## config.mk

```make
export PLATFORM = sky130hd
export DESIGN_NAME = mole_game_controller
export DESIGN_NICKNAME = d
export VERILOG_FILES = /design/src/rtl/mole_game_controller_pkg.sv /design/src/rtl/mole_game_controller_lfsr.sv /design/src/rtl/mole_game_controller.sv
export SDC_FILE = /design/constraint.sdc
export NUM_CORES = 1
export LEC_CHECK = 0
export ABC_AREA = 1
export CORE_UTILIZATION = 37
export DETAILED_ROUTE_END_ITERATION = 10
export GPL_TIMING_DRIVEN = 0
export REMOVE_ABC_BUFFERS = 1
export SLEW_MARGIN = 10
export SYNTH_ARGS = -nofsm -noshare
export SYNTH_HDL_FRONTEND = slang
export SYNTH_SLANG_ARGS = --single-unit
```

## constraint.sdc

```tcl
create_clock -name clock -period 13 [get_ports clock]
set_input_delay 3.25 -clock clock [delete_from_list [all_inputs] [get_ports clock]]
set_output_delay 3.25 -clock clock [all_outputs]
set_load 0.02 [all_outputs]
```

## src/rtl/mole_game_controller_pkg.sv

```systemverilog
// rtl/mole_game_controller_pkg.sv - shared state encoding and LFSR helpers for the mole game core
package mole_game_controller_pkg;

    // Encodings are shared with the display driver, so the values are fixed.
    typedef enum logic [1:0] {
        ST_IDLE  = 2'd0,
        ST_SPAWN = 2'd1,
        ST_UP    = 2'd2,
        ST_DONE  = 2'd3
    } state_t;

    // Right-shift Galois taps for x^8 + x^6 + x^5 + x^4 + 1.
    localparam logic [7:0] LFSR_TAPS = 8'hB8;

    // Wide enough to index up to eight moles.
    localparam int IDX_W = 3;

    // Width of the per-mole up-window counter.
    localparam int UPCNT_W = 8;

    function automatic logic [7:0] lfsr_step(input logic [7:0] cur);
        return {1'b0, cur[7:1]} ^ (cur[0] ? LFSR_TAPS : 8'h00);
    endfunction

endpackage

```

## src/rtl/mole_game_controller_lfsr.sv

```systemverilog
// rtl/mole_game_controller_lfsr.sv - free-running 8-bit Galois LFSR used to pick moles
module mole_game_controller_lfsr
    import mole_game_controller_pkg::*;
#(
    parameter logic [7:0] SEED = 8'hA5
) (
    input  logic       clock,
    input  logic       reset,
    output logic [7:0] lfsr
);

    // Advance every cycle regardless of game state so the pick depends on start timing.
    always_ff @(posedge clock or negedge reset) begin
        if (!reset) begin
            lfsr <= SEED;
        end else begin
            lfsr <= lfsr_step(lfsr);
        end
    end

endmodule

```

## src/rtl/mole_game_controller.sv

```systemverilog
// rtl/mole_game_controller.sv - whack-a-mole game FSM, scoring and game timer
module mole_game_controller
    import mole_game_controller_pkg::*;
#(
    parameter int         NUM_MOLES     = 5,
    parameter int         GAME_SECONDS  = 30,
    parameter int         MOLE_UP_TICKS = 2,
    parameter int         SCORE_WIDTH   = 8,
    parameter logic [7:0] LFSR_SEED     = 8'hA5
) (
    input  logic                   clock,
    input  logic                   reset,
    input  logic                   tick,
    input  logic                   startPulse,
    input  logic [NUM_MOLES-1:0]   moleButtonPulses,
    output logic [NUM_MOLES-1:0]   moleLED,
    output logic [SCORE_WIDTH-1:0] score,
    output logic [SCORE_WIDTH-1:0] misses,
    output logic [5:0]             timeLeft,
    output logic                   gameActive,
    output logic                   gameOver
);

    localparam logic [NUM_MOLES-1:0] ONE_LED = NUM_MOLES'(1);

    state_t             state;
    logic [7:0]         lfsr;
    logic [IDX_W-1:0]   prev_idx;
    logic [UPCNT_W-1:0] up_cnt;
    logic [IDX_W-1:0]   idx_raw;
    logic [IDX_W-1:0]   spawn_idx;
    logic [NUM_MOLES-1:0] spawn_led;
    logic               hit;
    logic               in_play;

    mole_game_controller_lfsr #(
        .SEED (LFSR_SEED)
    ) u_lfsr (
        .clock (clock),
        .reset (reset),
        .lfsr  (lfsr)
    );

    // Pick the next mole, never repeating the previous index, and detect hits on the lit mole.
    always_comb begin
        idx_raw   = IDX_W'(lfsr % 8'(NUM_MOLES));
        spawn_idx = idx_raw;
        if (idx_raw == prev_idx) begin
            spawn_idx = (idx_raw == IDX_W'(NUM_MOLES - 1)) ? '0 : idx_raw + IDX_W'(1);
        end
        spawn_led = ONE_LED << spawn_idx;
        hit       = |(moleButtonPulses & moleLED);
        in_play   = (state == ST_SPAWN) || (state == ST_UP);
    end

    // Game FSM with registered outputs; the timer block at the end overrides the mole logic on the final tick.
    always_ff @(posedge clock or negedge reset) begin
        if (!reset) begin
            state      <= ST_IDLE;
            moleLED    <= '0;
            score      <= '0;
            misses     <= '0;
            timeLeft   <= '0;
            gameActive <= 1'b0;
            gameOver   <= 1'b0;
            prev_idx   <= '0;
            up_cnt     <= '0;
        end else begin
            case (state)
                ST_IDLE, ST_DONE: begin
                    if (startPulse) begin
                        score      <= '0;
                        misses     <= '0;
                        timeLeft   <= 6'(GAME_SECONDS);
                        state      <= ST_SPAWN;
                        gameActive <= 1'b1;
                        gameOver   <= 1'b0;
                    end
                end
                ST_SPAWN: begin
                    moleLED  <= spawn_led;
                    prev_idx <= spawn_idx;
                    up_cnt   <= UPCNT_W'(MOLE_UP_TICKS);
                    state    <= ST_UP;
                end
                ST_UP: begin
                    if (hit) begin
                        score   <= (score == '1) ? score : score + SCORE_WIDTH'(1);
                        moleLED <= '0;
                        state   <= ST_SPAWN;
                    end else if (tick) begin
                        if (up_cnt == UPCNT_W'(1)) begin
                            misses  <= (misses == '1) ? misses : misses + SCORE_WIDTH'(1);
                            moleLED <= '0;
                            state   <= ST_SPAWN;
                        end else begin
                            up_cnt <= up_cnt - UPCNT_W'(1);
                        end
                    end
                end
                default: begin
                    state <= ST_IDLE;
                end
            endcase

            if (tick && in_play) begin
                if (timeLeft == 6'd1) begin
                    timeLeft   <= '0;
                    moleLED    <= '0;
                    state      <= ST_DONE;
                    gameActive <= 1'b0;
                    gameOver   <= 1'b1;
                end else begin
                    timeLeft <= timeLeft - 6'd1;
                end
            end
        end
    end

endmodule
```

Yosys cells after proc, flatten, opt, wreduce, memory -nomap -nowiden. Index checks and enable logic that the tools add are counted.

Output and inout port bits: 29. Flip-flop bits (word level): 50. Word-level logic and storage cells: 90. Input port bits: 9.

Bitwise logic cells: 2. Multiplexer cells: 41. Shift operators: 1. $add $sub $neg: 5. Divide/modulo/power cells: 1. Reductions and logical operators: 13. Equal/unequal tests: 17.

Operators by type and width (count): 8-bit 2-to-1 mux (11); 8-bit case mux with 2 select lines (3); 5-bit 2-to-1 mux (5); 6-bit 2-to-1 mux (4); 8-bit by 1-bit adder with 8-bit output, second input constant (2); 8-bit == test, second input constant (2); 2-bit != test, second input constant (7); 2-bit 2-to-1 mux (6); 5-bit case mux with 2 select lines (1); 8-bit by 1-bit == test with 1-bit output, second input constant (1); 8-bit by 3-bit remainder unit with 8-bit output, second input constant (1); 1-bit 2-to-1 mux (8); 4-bit AND reduction (2); 2-bit nonzero test (4); 8-bit by 1-bit subtractor with 8-bit output, second input constant (1); 7-bit by 8-bit XOR with 8-bit output (1); 6-bit by 1-bit == test with 1-bit output, second input constant (1); 3-bit 2-to-1 mux (2); 2-bit case mux with 3 select lines (1); 6-bit AND reduction (1); 6-bit by 1-bit subtractor with 6-bit output, second input constant (1); 5-bit AND (1); 5-bit OR reduction (1); 1-bit by 3-bit << shifter with 5-bit output, first input constant (1); other kinds (11) (12).

Longest topological paths before layout.
Depth after elaboration: 8. Depth in mapped cells: 47. Gate-level depth less buffers: 46.

By module. Synthesis repeated with hierarchy kept, for this count alone.

Cells, all modules: 482. Area total of the unflattened synthesis: 3499.6 sq um.

By module, submodules not included: mole_game_controller (times used 1, area each 3245.6 sq um, seq. area each 1051.0 sq um, cells an instance 461); mole_game_controller_lfsr (times used 1, area each 254.0 sq um, seq. area each 205.2 sq um, cells an instance 21).

Worst setup path after synthesis. No wires, ideal clock.

Path type: input port to flip-flop. Start point: input port moleButtonPulses[1]. End point: register up_cnt[7]. Library setup time: 0.077 ns. Required time: 12.923 ns. Slack: 8.178 ns. Path buffers: 0. Arrival: 4.745 ns. Cell stages on the path: 12. Cells stage by stage: nand2_1 > nand3_1 > a221oi_1 > inv_1 > nor2_1 > nand2_1 > nand2_1 > nand3_1 > or2_2 > nor4_1 > o21ai_0 > a21oi_1.

Longest elaborated chain between the ends: 4.

Ends and longest elaborated chain: start, declared (RTL line mole_game_controller.sv:15) `input logic [NUM_MOLES-1:0] moleButtonPulses,`; 5-bit AND (RTL line mole_game_controller.sv:52) `hit = |(moleButtonPulses & moleLED);`; 5-bit OR reduction (RTL line mole_game_controller.sv:52); 2-bit != test (no source line); 4-bit AND reduction (no source line); end signal, assigned (RTL line mole_game_controller.sv:83) `up_cnt <= UPCNT_W'(MOLE_UP_TICKS);`; end signal, assigned (RTL line mole_game_controller.sv:97) `up_cnt <= up_cnt - UPCNT_W'(1);`; end, declared (RTL line mole_game_controller.sv:29) `logic [UPCNT_W-1:0] up_cnt;`.

Every way passes these cells. A chain may end at the register's enable or synchronous reset.

Final worst setup path. Same ends and word-level chain as after synthesis.

==> run summary <==
type of the worst setup path: primary input to flip-flop
most numerous cell in the Yosys netlist: nand2_1
via count of the first global-routing pass: 2985
Post-Syn Area per Cell: 7.35 um^2
source-to-sink clock delay at the later pin of the worst-skew pair: 0.29 ns
global-route wire length before repair: 12800 um
mapped cell area: 3400 um^2
share of post-route cells with drive strength above 1: 0.146
Critical path buffers and inverters: 2
final critical-path setup slack: 7.72 ns
synth-to-layout area growth: 17.4%
clock transition at the registers of the reported paths: 0.08 ns
vias: 3097
maximum fanout along the worst path: 5
remaining antenna violation count after routing: 0
half-perimeter wire length after placement: 5520 um
Die Span Y: 97.9 um
count of antenna diodes in the layout: 0
number of placed I/O pins: 38
proportion of synthesized flip-flops having asynchronous set or reset: 1.00
internal cell power: 0.332 mW
number of sinks on the clock net: 50
list of cells traversed by the critical path: clkdlybuf4s50_1 > nand2_1 > nand3_1 > a221oi_1 > inv_1 > nor2_1 > nand2_1 > nand2_1 > nand3_1 > or2_2 > nor4_1 > o21ai_0 > a21oi_1
Synth area leader: dfrtp_1
clock tree from TritonCTS: yes
share of the cycle needed by the critical path after routing: 0.406
die span in x: 97.9 um
Most used DFF post-synth: dfrtp_1
number of rows created at floorplan: 34
detailed-routing iteration count for the pre-antenna-repair pass: 5
Final Core Density: 0.454
final routed DRC violation total: 0
final setup vio count: 0
sequential power share: 0.370
worst slew pin tran: 0.697 ns
post-cts hold buffer count: 0
maximum clock insertion buffer count: 2
post-CTS setup buffer count: 0
result of the run: finished, final reports clean
Placement Setup Slack: 7.36 ns
effective utilization at floorplan: 0.386
Final Routed Wirelength: 7080 um
ranking of synthesized cells by instance count: nand2_1, inv_1, dfrtp_1
flip-flop and latch count after synthesis: 50
Slowest cell on crit path: clkdlybuf4s50_1
total routing usage reported by global routing: 0.156
power density over the cells: 147 nW/um^2
maximum number of pins on one net before global-route repair: 27
Worst VDD drop: 0.0715 mV
cell repeated most along the worst path: nand2_1
final hold slack: 0.420 ns
endpoints failing hold: 0
overall die area: 9590 um^2
final count of pins violating max slew: 0
Switching Share: 0.433
I/O Buffers: 37
fin nets: 527
Overflow after GRT: 0
Sum Neg Setup Slack: 0 ns
top-area cell type share of the netlist area: 0.338
fraction of power consumed by combinational cells: 0.472
worst slew slack as a fraction of its limit: 0.534
unrepaired setup endpoints after global routing: no
switching power summed over all nets: 0.254 mW
placeable core region: 8810 um^2
antenna violations before repair: 0
share of power burned in the clock network: 0.158
Synth Warn #: 0
number of gates given a new drive strength after cts: 0
number of violations reported at the end of detailed-routing iteration 0: 115
Via density: 5.04
top area cells in the synthesized netlist: dfrtp_1, nand2_1, nand3_1, inv_1, ha_1
kind of cell with the highest combined delay on the critical path: simple AND/OR/NAND/NOR gates
number of instances in the synthesized netlist: 463
Netlist cell types: 41
worst clock skew: 0.00903 ns
Hold Path Class: flip-flop to flip-flop
htree depth: 2
Slowest Stage Delay on Critical Path: 0.39 ns
max-cap check violation count: 0
final cell count without fillers: 614
Worst setup SP type: primary input
Leakage Power: 1.95 nW
Clock Root Buffer: clkbuf_8
cts bufs inserted: 5
required time of the worst setup path: 13.22 ns
minimum clock period: 5.28 ns
routability-driven placement congestion ratio: 0.866
sequential element share of the synthesized area: 0.369
endpoint class of the critical path: flip-flop
placed cell count: 606
Wirelength per Cell: 11.5 um
count of flip-flops with a built-in enable after synthesis: 0
signal arrival time at the worst endpoint: 5.50 ns
upper clock frequency limit: 189 MHz
cell families (layout without fill, tap and decap cells):
kind of cell    count (synthesis)  count (layout)  synth area share
simple gates                  251             251             0.356
mux                             1               1           0.00294
xor+xnor                        9               9            0.0232
compound gates                 70              70             0.122
buf+inv                        69             112            0.0790
fa+ha+maj                      13              13            0.0478
flops                          50              50             0.369
layer usage:
| layer | GRT usage | vias to the layer above | wire length (um) |
|---|---|---|---|
| li1 | - | 1605 | - |
| met1 | 0.221 | 1451 | 3680 |
| met2 | 0.255 | 36 | 3170 |
| met3 | 0.0215 | 5 | 177 |
| met4 | 0.0315 | 0 | 46 |
| met5 | 0 | - | 0 |
area by class of cell:
| cell class | count | area [um^2] |
|---|---|---|
| Multi-Input combinational cell | 344 | 1880 |
| Inverter | 66 | 250 |
| Fill cell | 910 | 4810 |
| Sequential cell | 50 | 1260 |
| Timing Repair Buffer | 38 | 385 |
| Clock buffer | 8 | 90.1 |
| Tap cell | 108 | 135 |
stage by stage:
stage | total power, mW | area, um^2
after CTS | 0.592 | 4000
final | 0.585 | 4000
after detailed placement | 0.498 | 3910
after floorplan | 0.409 | 3380
after global placement | 0.492 | 3890
after global routing | 0.639 | 4000
flip-flops by register name (all words and copies together), names as in the netlist:
signal       count
state            2
moleLED          5
prev_idx         3
gameOver         1
timeLeft         6
gameActive       1
score            8
u_lfsr.lfsr      8
up_cnt           8
misses           8
power by group through the flow:
stage | Combinational, mW | Clock (mW) | Sequential [mW]
after CTS | 0.279 | 0.0965 | 0.217
after floorplan | 0.176 | 0 | 0.233
after global placement | 0.272 | 0 | 0.219
after global routing | 0.315 | 0.102 | 0.222
after detailed placement | 0.278 | 0 | 0.220
final | 0.276 | 0.0925 | 0.217
final timing paths:
check | slack, ns | endpoint | cells after the start | startpoint
setup / recovery | 7.72 | up_cnt[7] | 13 | moleButtonPulses[1]
hold / removal | 0.42 | u_lfsr.lfsr[0] | 0 | u_lfsr.lfsr[1]
setup reg to reg | 8.09 | moleLED[1] | 44 | u_lfsr.lfsr[0]
hold reg to reg | 0.42 | u_lfsr.lfsr[0] | 0 | u_lfsr.lfsr[1]
max in group asynchronous | 9.42 | u_lfsr.lfsr[2] | 2 | reset
min in group asynchronous | 2.95 | gameActive | 1 | reset
worst register-to-register path: cells and delay by family, from the launching register on:
kind | cells | cell delay, ns
compound gates | 2 | 0.29
flops | 1 | 0.69
xor+xnor | 1 | 0.20
buf+inv | 6 | 0.44
simple gates | 33 | 2.71
fa+ha+maj | 2 | 0.43
cells in the final DEF, fill, tap and decap left out, types with 8 or more instances in the layout:
cell type and instances:
o21ai_0 26, nand2_2 24, nand4_1 9, inv_1 51, dfrtp_1 46, xor2_1 8, clkdlybuf4s50_1 36, ha_1 13
inv_2 13, nand2_1 111, nand3_1 41, a21oi_1 22, nor2_1 35
Note: power is estimated with default switching activity, not from simulation.
